**config.mk**
```make
export PLATFORM = sky130hd
export DESIGN_NAME = sync_receiver_fifo
export DESIGN_NICKNAME = d
export VERILOG_FILES = /design/src/rtl/noc_sync_pkg.sv /design/src/rtl/sync_chain.sv /design/src/rtl/sync_receiver_fifo.sv
export SDC_FILE = /design/constraint.sdc
export NUM_CORES = 1
export LEC_CHECK = 0
export ABC_AREA = 0
export BUFFER_PORTS_ARGS = -buffer_cell sky130_fd_sc_hd__buf_2
export CAP_MARGIN = 20
export CORE_MARGIN = 8
export CORE_UTILIZATION = 52
export DETAILED_ROUTE_END_ITERATION = 7
export GPL_TIMING_DRIVEN = 0
export HOLD_SLACK_MARGIN = 0.06
export PLACE_DENSITY_LB_ADDON = 0.05
export SLEW_MARGIN = 25
export SYNTH_ARGS = -nofsm -noshare
export SYNTH_HDL_FRONTEND = slang
export SYNTH_SLANG_ARGS = --single-unit
```
**constraint.sdc**
```tcl
create_clock -name clock -period 8.95 [get_ports clock]
set_clock_uncertainty 0.2 [all_clocks]
set_input_delay 0.895 -clock clock [delete_from_list [all_inputs] [get_ports clock]]
set_output_delay 0.895 -clock clock [all_outputs]
set_load 0.01 [all_outputs]
```
**src/rtl/noc_sync_pkg.sv**
```systemverilog
// Shared constants for the NoC asynchronous channel boundary (sender and receiver sides).
//   HS_FOUR_PHASE / HS_TWO_PHASE : handshake protocol selectors
//   DEFAULT_DATA_WIDTH           : default flit width
//   DEFAULT_SYNC_STAGES          : default synchroniser depth
package noc_sync_pkg;

  localparam int unsigned HS_FOUR_PHASE       = 0;
  localparam int unsigned HS_TWO_PHASE        = 1;
  localparam int unsigned DEFAULT_DATA_WIDTH  = 34;
  localparam int unsigned DEFAULT_SYNC_STAGES = 3;

endpackage

```
**src/rtl/sync_chain.sv**
```systemverilog
// N-flop synchroniser for signals arriving from a foreign clock domain.
//   clock : local clock
//   reset : synchronous, active-low; clears every stage
//   d     : asynchronous input
//   q     : output of the last stage (STAGES cycles of latency)
module sync_chain #(
  parameter int unsigned WIDTH  = 1,
  parameter int unsigned STAGES = 2
) (
  input  logic             clock,
  input  logic             reset,
  input  logic [WIDTH-1:0] d,
  output logic [WIDTH-1:0] q
);

  logic [WIDTH-1:0] stage_q [STAGES];

  always_ff @(posedge clock) begin
    if (!reset) begin
      for (int i = 0; i < STAGES; i++) begin
        stage_q[i] <= '0;
      end
    end else begin
      stage_q[0] <= d;
      for (int i = 1; i < STAGES; i++) begin
        stage_q[i] <= stage_q[i-1];
      end
    end
  end

  assign q = stage_q[STAGES-1];

endmodule

```
**src/rtl/sync_receiver_fifo.sv**
```systemverilog
// Receiver side of the NoC asynchronous channel boundary. Accepts req/ack handshaked words
// from a foreign clock domain, synchronises req, and buffers words in a BUFFER_SIZE-deep FIFO
// that feeds the local router port.
//   clock, reset : local clock; synchronous active-low reset
//   req, data_in : remote request and bundled data (data stable until ack answers)
//   ack          : registered acknowledge back to the sender
//   data_out     : FIFO head word
//   valid_out    : active-low, 0 = data_out valid
//   stop_out     : downstream stall, 1 = do not pop
//   chnl_stop    : registered full flag
//   count        : FIFO occupancy
module sync_receiver_fifo
  import noc_sync_pkg::*;
#(
  parameter int unsigned DATA_WIDTH  = DEFAULT_DATA_WIDTH,
  parameter int unsigned BUFFER_SIZE = 4,
  parameter int unsigned SYNC_STAGES = DEFAULT_SYNC_STAGES,
  parameter int unsigned TWO_PHASE   = HS_FOUR_PHASE
) (
  input  logic                               clock,
  input  logic                               reset,
  input  logic                               req,
  input  logic [DATA_WIDTH-1:0]              data_in,
  output logic                               ack,
  output logic [DATA_WIDTH-1:0]              data_out,
  output logic                               valid_out,
  input  logic                               stop_out,
  output logic                               chnl_stop,
  output logic [$clog2(BUFFER_SIZE+1)-1:0]   count
);

  localparam int unsigned PtrWidth = (BUFFER_SIZE > 1) ? $clog2(BUFFER_SIZE) : 1;
  localparam int unsigned CntWidth = $clog2(BUFFER_SIZE + 1);
  localparam bit          TwoPhase = (TWO_PHASE == HS_TWO_PHASE);

  typedef logic [PtrWidth-1:0] ptr_t;
  typedef logic [CntWidth-1:0] cnt_t;

  localparam ptr_t LastIdx   = ptr_t'(BUFFER_SIZE - 1);
  localparam cnt_t FullCount = cnt_t'(BUFFER_SIZE);

  logic                  req_sync;
  logic                  ack_q, ack_d;
  logic                  full_q, full_d;
  ptr_t                  wr_ptr_q, wr_ptr_d;
  ptr_t                  rd_ptr_q, rd_ptr_d;
  cnt_t                  count_q, count_d;
  logic [DATA_WIDTH-1:0] storage_q [BUFFER_SIZE];

  logic pending, data_phase, rtz_phase, push, pop;

  // Raw req is sampled only here.
  sync_chain #(
    .WIDTH  (1),
    .STAGES (SYNC_STAGES)
  ) u_req_sync (
    .clock (clock),
    .reset (reset),
    .d     (req),
    .q     (req_sync)
  );

  always_comb begin
    pending    = (req_sync != ack_q);
    // Two-phase: every transition carries data. Four-phase: only the rising half does.
    data_phase = TwoPhase ? pending : (req_sync & ~ack_q);
    rtz_phase  = TwoPhase ? 1'b0 : (~req_sync & ack_q);

    // Push is gated by the registered full flag, so a pop while full frees space only for
    // the following cycle (no bypass).
    push = data_phase & ~full_q;
    pop  = (count_q != '0) & ~stop_out;

    ack_d = ack_q;
    if (push) begin
      ack_d = req_sync;
    end else if (rtz_phase) begin
      ack_d = 1'b0;
    end

    wr_ptr_d = wr_ptr_q;
    if (push) begin
      wr_ptr_d = (wr_ptr_q == LastIdx) ? '0 : wr_ptr_q + ptr_t'(1);
    end

    rd_ptr_d = rd_ptr_q;
    if (pop) begin
      rd_ptr_d = (rd_ptr_q == LastIdx) ? '0 : rd_ptr_q + ptr_t'(1);
    end

    count_d = count_q;
    if (push && !pop) begin
      count_d = count_q + cnt_t'(1);
    end else if (pop && !push) begin
      count_d = count_q - cnt_t'(1);
    end

    full_d = (count_d == FullCount);
  end

  always_ff @(posedge clock) begin
    if (!reset) begin
      ack_q    <= 1'b0;
      full_q   <= 1'b0;
      wr_ptr_q <= '0;
      rd_ptr_q <= '0;
      count_q  <= '0;
      for (int i = 0; i < BUFFER_SIZE; i++) begin
        storage_q[i] <= '0;
      end
    end else begin
      ack_q    <= ack_d;
      full_q   <= full_d;
      wr_ptr_q <= wr_ptr_d;
      rd_ptr_q <= rd_ptr_d;
      count_q  <= count_d;
      if (push) begin
        storage_q[wr_ptr_q] <= data_in;
      end
    end
  end

  assign ack       = ack_q;
  assign chnl_stop = full_q;
  assign count     = count_q;
  assign valid_out = (count_q == '0);
  assign data_out  = storage_q[rd_ptr_q];

endmodule

```
After elaboration in Yosys (flattened, before gate mapping) --
Memories as Yosys holds them, arrays and structs flattened. A register that Yosys moved wholly into a read port is not among the register bits. Cells that the tools add are included.
Operators by class: $add $sub $neg 4, equal/unequal tests 3, muxes and demuxes 19, bitwise gates (word level) 11, reductions and logical operators 8
Operators with widths (number):
- $mux 34 | 1
- $reduce_or 34->1 | 1
- $mux 1 | 11
- $mux 2 | 5
- $mux 3 | 2
- $add 2x1->2 const B | 2
- $and 1x1->1 | 4
- $eq 2x2->1 const B | 2
- $not 1->1 | 4
- $add 3x1->3 const B | 1
- $eq 3x3->1 const B | 1
- $logic_not 3->1 | 1
- $or 1x1->1 | 3
- $reduce_bool 3->1 | 1
- $sub 3x1->3 const B | 1
- $logic_and 1x1->1 | 2
- $logic_not 1->1 | 2
- $reduce_bool 2->1 | 1
Storage, ports and cells: register bits 9, memory bits (writable) 139, bits of input ports 38, logic and storage cells 52, memories 2
Memories:
- storage_q | words 4, width 34, read ports 1, clocked after Yosys merged registers in 1, wr ports 4, line sync_receiver_fifo.sv:48 | logic [DATA_WIDTH-1:0] storage_q [BUFFER_SIZE];
- u_req_sync.stage_q | words 3, width 1, read ports 3, clocked after Yosys merged registers in 0, wr ports 3, line sync_chain.sv:16 | logic [WIDTH-1:0] stage_q [STAGES];

Logic depth before layout (Yosys ltp) --
depth in word-level cells 8, depth in mapped cells 7, mapped depth without buffers 7

By module --
Synthesis repeated with hierarchy kept, for this count alone.
Unflattened totals: cell total of the unflattened synthesis 400, area total of the unflattened synthesis 6490.0 um^2
Modules (own cells, without submodules):
- sync_receiver_fifo | times used 1, cells each 394, area an instance 6411.1 um^2, seq. area each 4304.1 um^2
- sync_chain | times used 1, cells each 6, area an instance 78.8 um^2, seq. area each 60.1 um^2

Worst setup path before layout --
Ideal clock, no wire load.
kind register -> register, from register ack_q (netlist: ack), to memory storage_q[3][0] (netlist name) (enable), library setup time 0.472 ns, arrival time 3.392 ns, data required time 8.278 ns, setup slack 4.885 ns, cell stages (with the launch flop) 4, buffers on the path 1, cells stage by stage dfxtp_1 or3b_4 buf_2 o21ai_0
RTL lines:
- start, declared | line sync_receiver_fifo.sv:43 | logic ack_q, ack_d;
- start signal, assigned | line sync_receiver_fifo.sv:112 | ack_q <= ack_d;
- end, declared | line sync_receiver_fifo.sv:48

==> metrics.md <==
| Metric | Value |
|---|---|
| Outcome | completed |
| Critical path launch point type | flip-flop |
| Root Buffer | clkbuf_16 |
| Deepest clock path buffer count | 2 |
| Final hold vios | 0 |
| Net Sw Frac | about 24% |
| Grt ovf | 0 |
| Share of cells above drive strength 1 | a little under a third |
| Largest net degree at the start of global routing | 24 |
| Core area | ~0.012 sq mm |
| Combinational power share | between 10% and 20% |
| Final WL | 12.9 mm |
| Register area share after synthesis | approximately 67% |
| Worst-Margin Slew | between 700 and 800 ps |
| Rel. slew slack | approximately 47% |
| Synthesized area | about 0.0065 sq mm |
| Critical Path RT | around 8000 ps |
| Most frequent CP cell | clkbuf_1 |
| Clk_lat worst skew | between 400 and 500 ps |
| Die Span Y | approximately 130 um |
| Max Freq | 286 MHz |
| Crit path kind | flip-flop to primary output |
| DP HPWL | 8.45 mm |
| IO Count | just under 80 |
| Pleak | roughly 3.0 nW |
| Warnings, synthesis | 0 |
| Max-cap viol count | 0 |
| P&R area growth vs syn | 20.2% |
| Antenna-violating nets left | 0 |
| CTS buffer count | 17 |
| Wirelength per Cell | approximately 19 um |
| Register-to-register setup slack | roughly 6400 ps |
| Power density of the placed cells | 236 mW/mm^2 |
| #FFs+latches synth | 150 |
| Setup bufs post-CTS | 0 |
| Hold Buf Count CTS | 0 |
| Worst Path Max Fanout | 10 |
| CTS sink cnt | 150 |
| H-Tree Depth | 4 |
| Yosys cell types | 33 |
| Pre-CTS setup slack | 5600 ps |
| Row Count | 41 |
| Sequential power share | around 45% |
| Initial antenna violation count | 1 |
| Vias in the first global route | about 3700 |
| Final Slew Violations | 0 |
| Ant diodes | 0 |
| Clock power frac | between 30% and 40% |
| Hold Path Class | flip-flop to flip-flop |
| Setup violators final | 0 |
| Vias post-DR | 3513 |
| CTS clk-pin slew, worst paths | ~60 ps |
| Switching Power | approximately 0.00045 W |
| Period minus WS final | 3490 ps |
| VDD IR-drop max | around 150 uV |
| Pint | 0.00139 W |
| RSZ-0062 raised after global routing | false |
| Top delay family on crit path | buffers and inverters |
| Initial DRT Pass Iterations | 4 |
| Starting Density | between 50% and 60% |
| Average cell area after synthesis | 16.3 sq um |
| Setup_tns | 0 ps |
| Arr. time, crit path | 2400 ps |
| Die Wd | about 130 um |
| CTS tree | yes |
| IO buf count | 77 |
| Syn nets | between 400 and 500 |
| Initial DRC Count | between 200 and 300 |
| Routability cong. | 0.709 |
| Worst setup EP type | primary output |
| WP buf/inv | 3 |
| Number of gates resized after CTS | 0 |
| Fill cell count | 969 |
| NumNets Final | ~540 |
| Total GRT Usage | 17.0% |
| Syn Inst Count | 400 |
| Via/cell ratio | ~5.1 |
| Worst hold slack | roughly 230 ps |
| First-pass GRT wire length | 20.3 mm |
| Drt drc | 0 |
| CP max stage delay | approximately 660 ps |
| Die footprint | about 0.016 sq mm |
| Slowest-stage cell, CP | clkbuf_1 |
| Cells along the critical path | clkbuf_1 > clkbuf_1 > mux4_2 > buf_2 |
| Final Cycle Share | 39.0% |
| Worst Setup Slack, final | between 5000 and 6000 ps |
## worst paths after layout
path / start / endpoint / cells after the start
max: flip-flop / data_out[0] / 4
max reg2reg: u_req_sync.stage_q[0][2] / storage_q[0][12] / 5
min: u_req_sync.stage_q[0][0] / u_req_sync.stage_q[0][1] / 1
min reg2reg: u_req_sync.stage_q[0][0] / u_req_sync.stage_q[0][1] / 1
## routing by layer
| layer | GRT usage [%] | up-vias | part of all wire (%) |
|---|---|---|---|
| met5 | 0 | - | 0.12 |
| met4 | 5.45 | 2 | 1.4 |
| met3 | 5.20 | 19 | 5.9 |
| met2 | 29.0 | 80 | 50 |
| met1 | 20.3 | 1728 | 42 |
| li1 | - | 1684 | - |
## logic make-up after synthesis
kind of cell,count (synthesis),synth area share (%)
AND/OR/NAND/NOR,169,16.7
flip-flops,150,67.1
multiplexers,34,11.8
buffers and inverters,26,1.83
AO/OA/AOI/OAI,13,1.23
adder cells (fa/ha/maj),6,1.12
XOR/XNOR,2,0.269
## power by group through the flow
stage | sequential (W) | combinational (W) | clock, W
2_1_floorplan | 0.000834 | 0.000214 | 0
4_1_cts | 0.000819 | 0.000340 | 0.000703
5_1_grt | 0.000823 | 0.000365 | 0.000731
3_3_place_gp | 0.000834 | 0.000327 | 0
6_report | 0.000819 | 0.000330 | 0.000693
3_5_place_dp | 0.000834 | 0.000338 | 0
## area by class of cell
| class | instances | area, sq um | area share [%] |
|---|---|---|---|
| tap | 172 | 215 | 2.75 |
| clock inverter | 12 | 135 | 1.73 |
| buffer | 22 | 104 | 1.33 |
| multi-input combinational | 224 | 2040 | 26.1 |
| inverter | 4 | 15.0 | 0.192 |
| timing repair buffer | 82 | 508 | 6.50 |
| clock buffer | 20 | 437 | 5.59 |
| sequential | 150 | 4360 | 55.8 |
## flip-flops by register name, indices dropped and copies added (netlist names), named ones only
name                cells
count                   3
chnl_stop               1
ack                     1
u_req_sync.stage_q      3
rd_ptr_q                2
wr_ptr_q                2
storage_q             136
## synth_stat cells (all sizes together)
library cell | count | area (sq um)
o21ai | 4 | 20.0
or4 | 1 | 7.51
and2 | 141 | 882
and4 | 1 | 8.76
mux4 | 34 | 766
nand4 | 1 | 6.26
ha | 5 | 62.6
nor2b | 2 | 12.5
o221a | 1 | 11.3
nand2b | 3 | 18.8
a21boi | 2 | 15.0
or2 | 1 | 6.26
maj3 | 1 | 10.0
nor3b | 3 | 45.1
clkbuf | 14 | 56.3
edfxtp | 136 | 4080
o311ai | 1 | 8.76
nor3 | 4 | 31.3
nor2 | 2 | 7.51
dfxtp | 14 | 280
nand2 | 6 | 22.5
and3 | 2 | 12.5
or3b | 1 | 11.3
xnor2 | 2 | 17.5
buf | 8 | 47.5
inv | 4 | 15.0
or3 | 1 | 11.3
a21oi | 5 | 25.0
## cells in the final DEF (no fill, tap or decap), types with 5 or more instances in the layout
cell	n
edfxtp_1	136
clkbuf_16	17
mux4_2	34
a21oi_1	5
clkbuf_1	14
clkinv_2	5
nand2_1	6
and2_1	140
ha_1	5
dfxtp_1	14
buf_2	82
## worst register-to-register path, stage by stage (launching register included)
cell and delay (ps):
dfxtp_1 340, nand2_1 90, or3_4 390, nor3_4 390
nand2b_2 590, buf_16 250
## stage by stage
stage,cells,utilization (%),power [W],area (sq um)
after CTS,686,63.0,0.00186,7820
after floorplan,400,-,0.00105,6500
after global routing,686,63.0,0.00192,7820
after detailed placement,654,58.4,0.00117,7240
final,686,63.0,0.00184,7820
after global placement,649,57.2,0.00116,7100
Note: power is estimated with default switching activity, not from simulation.
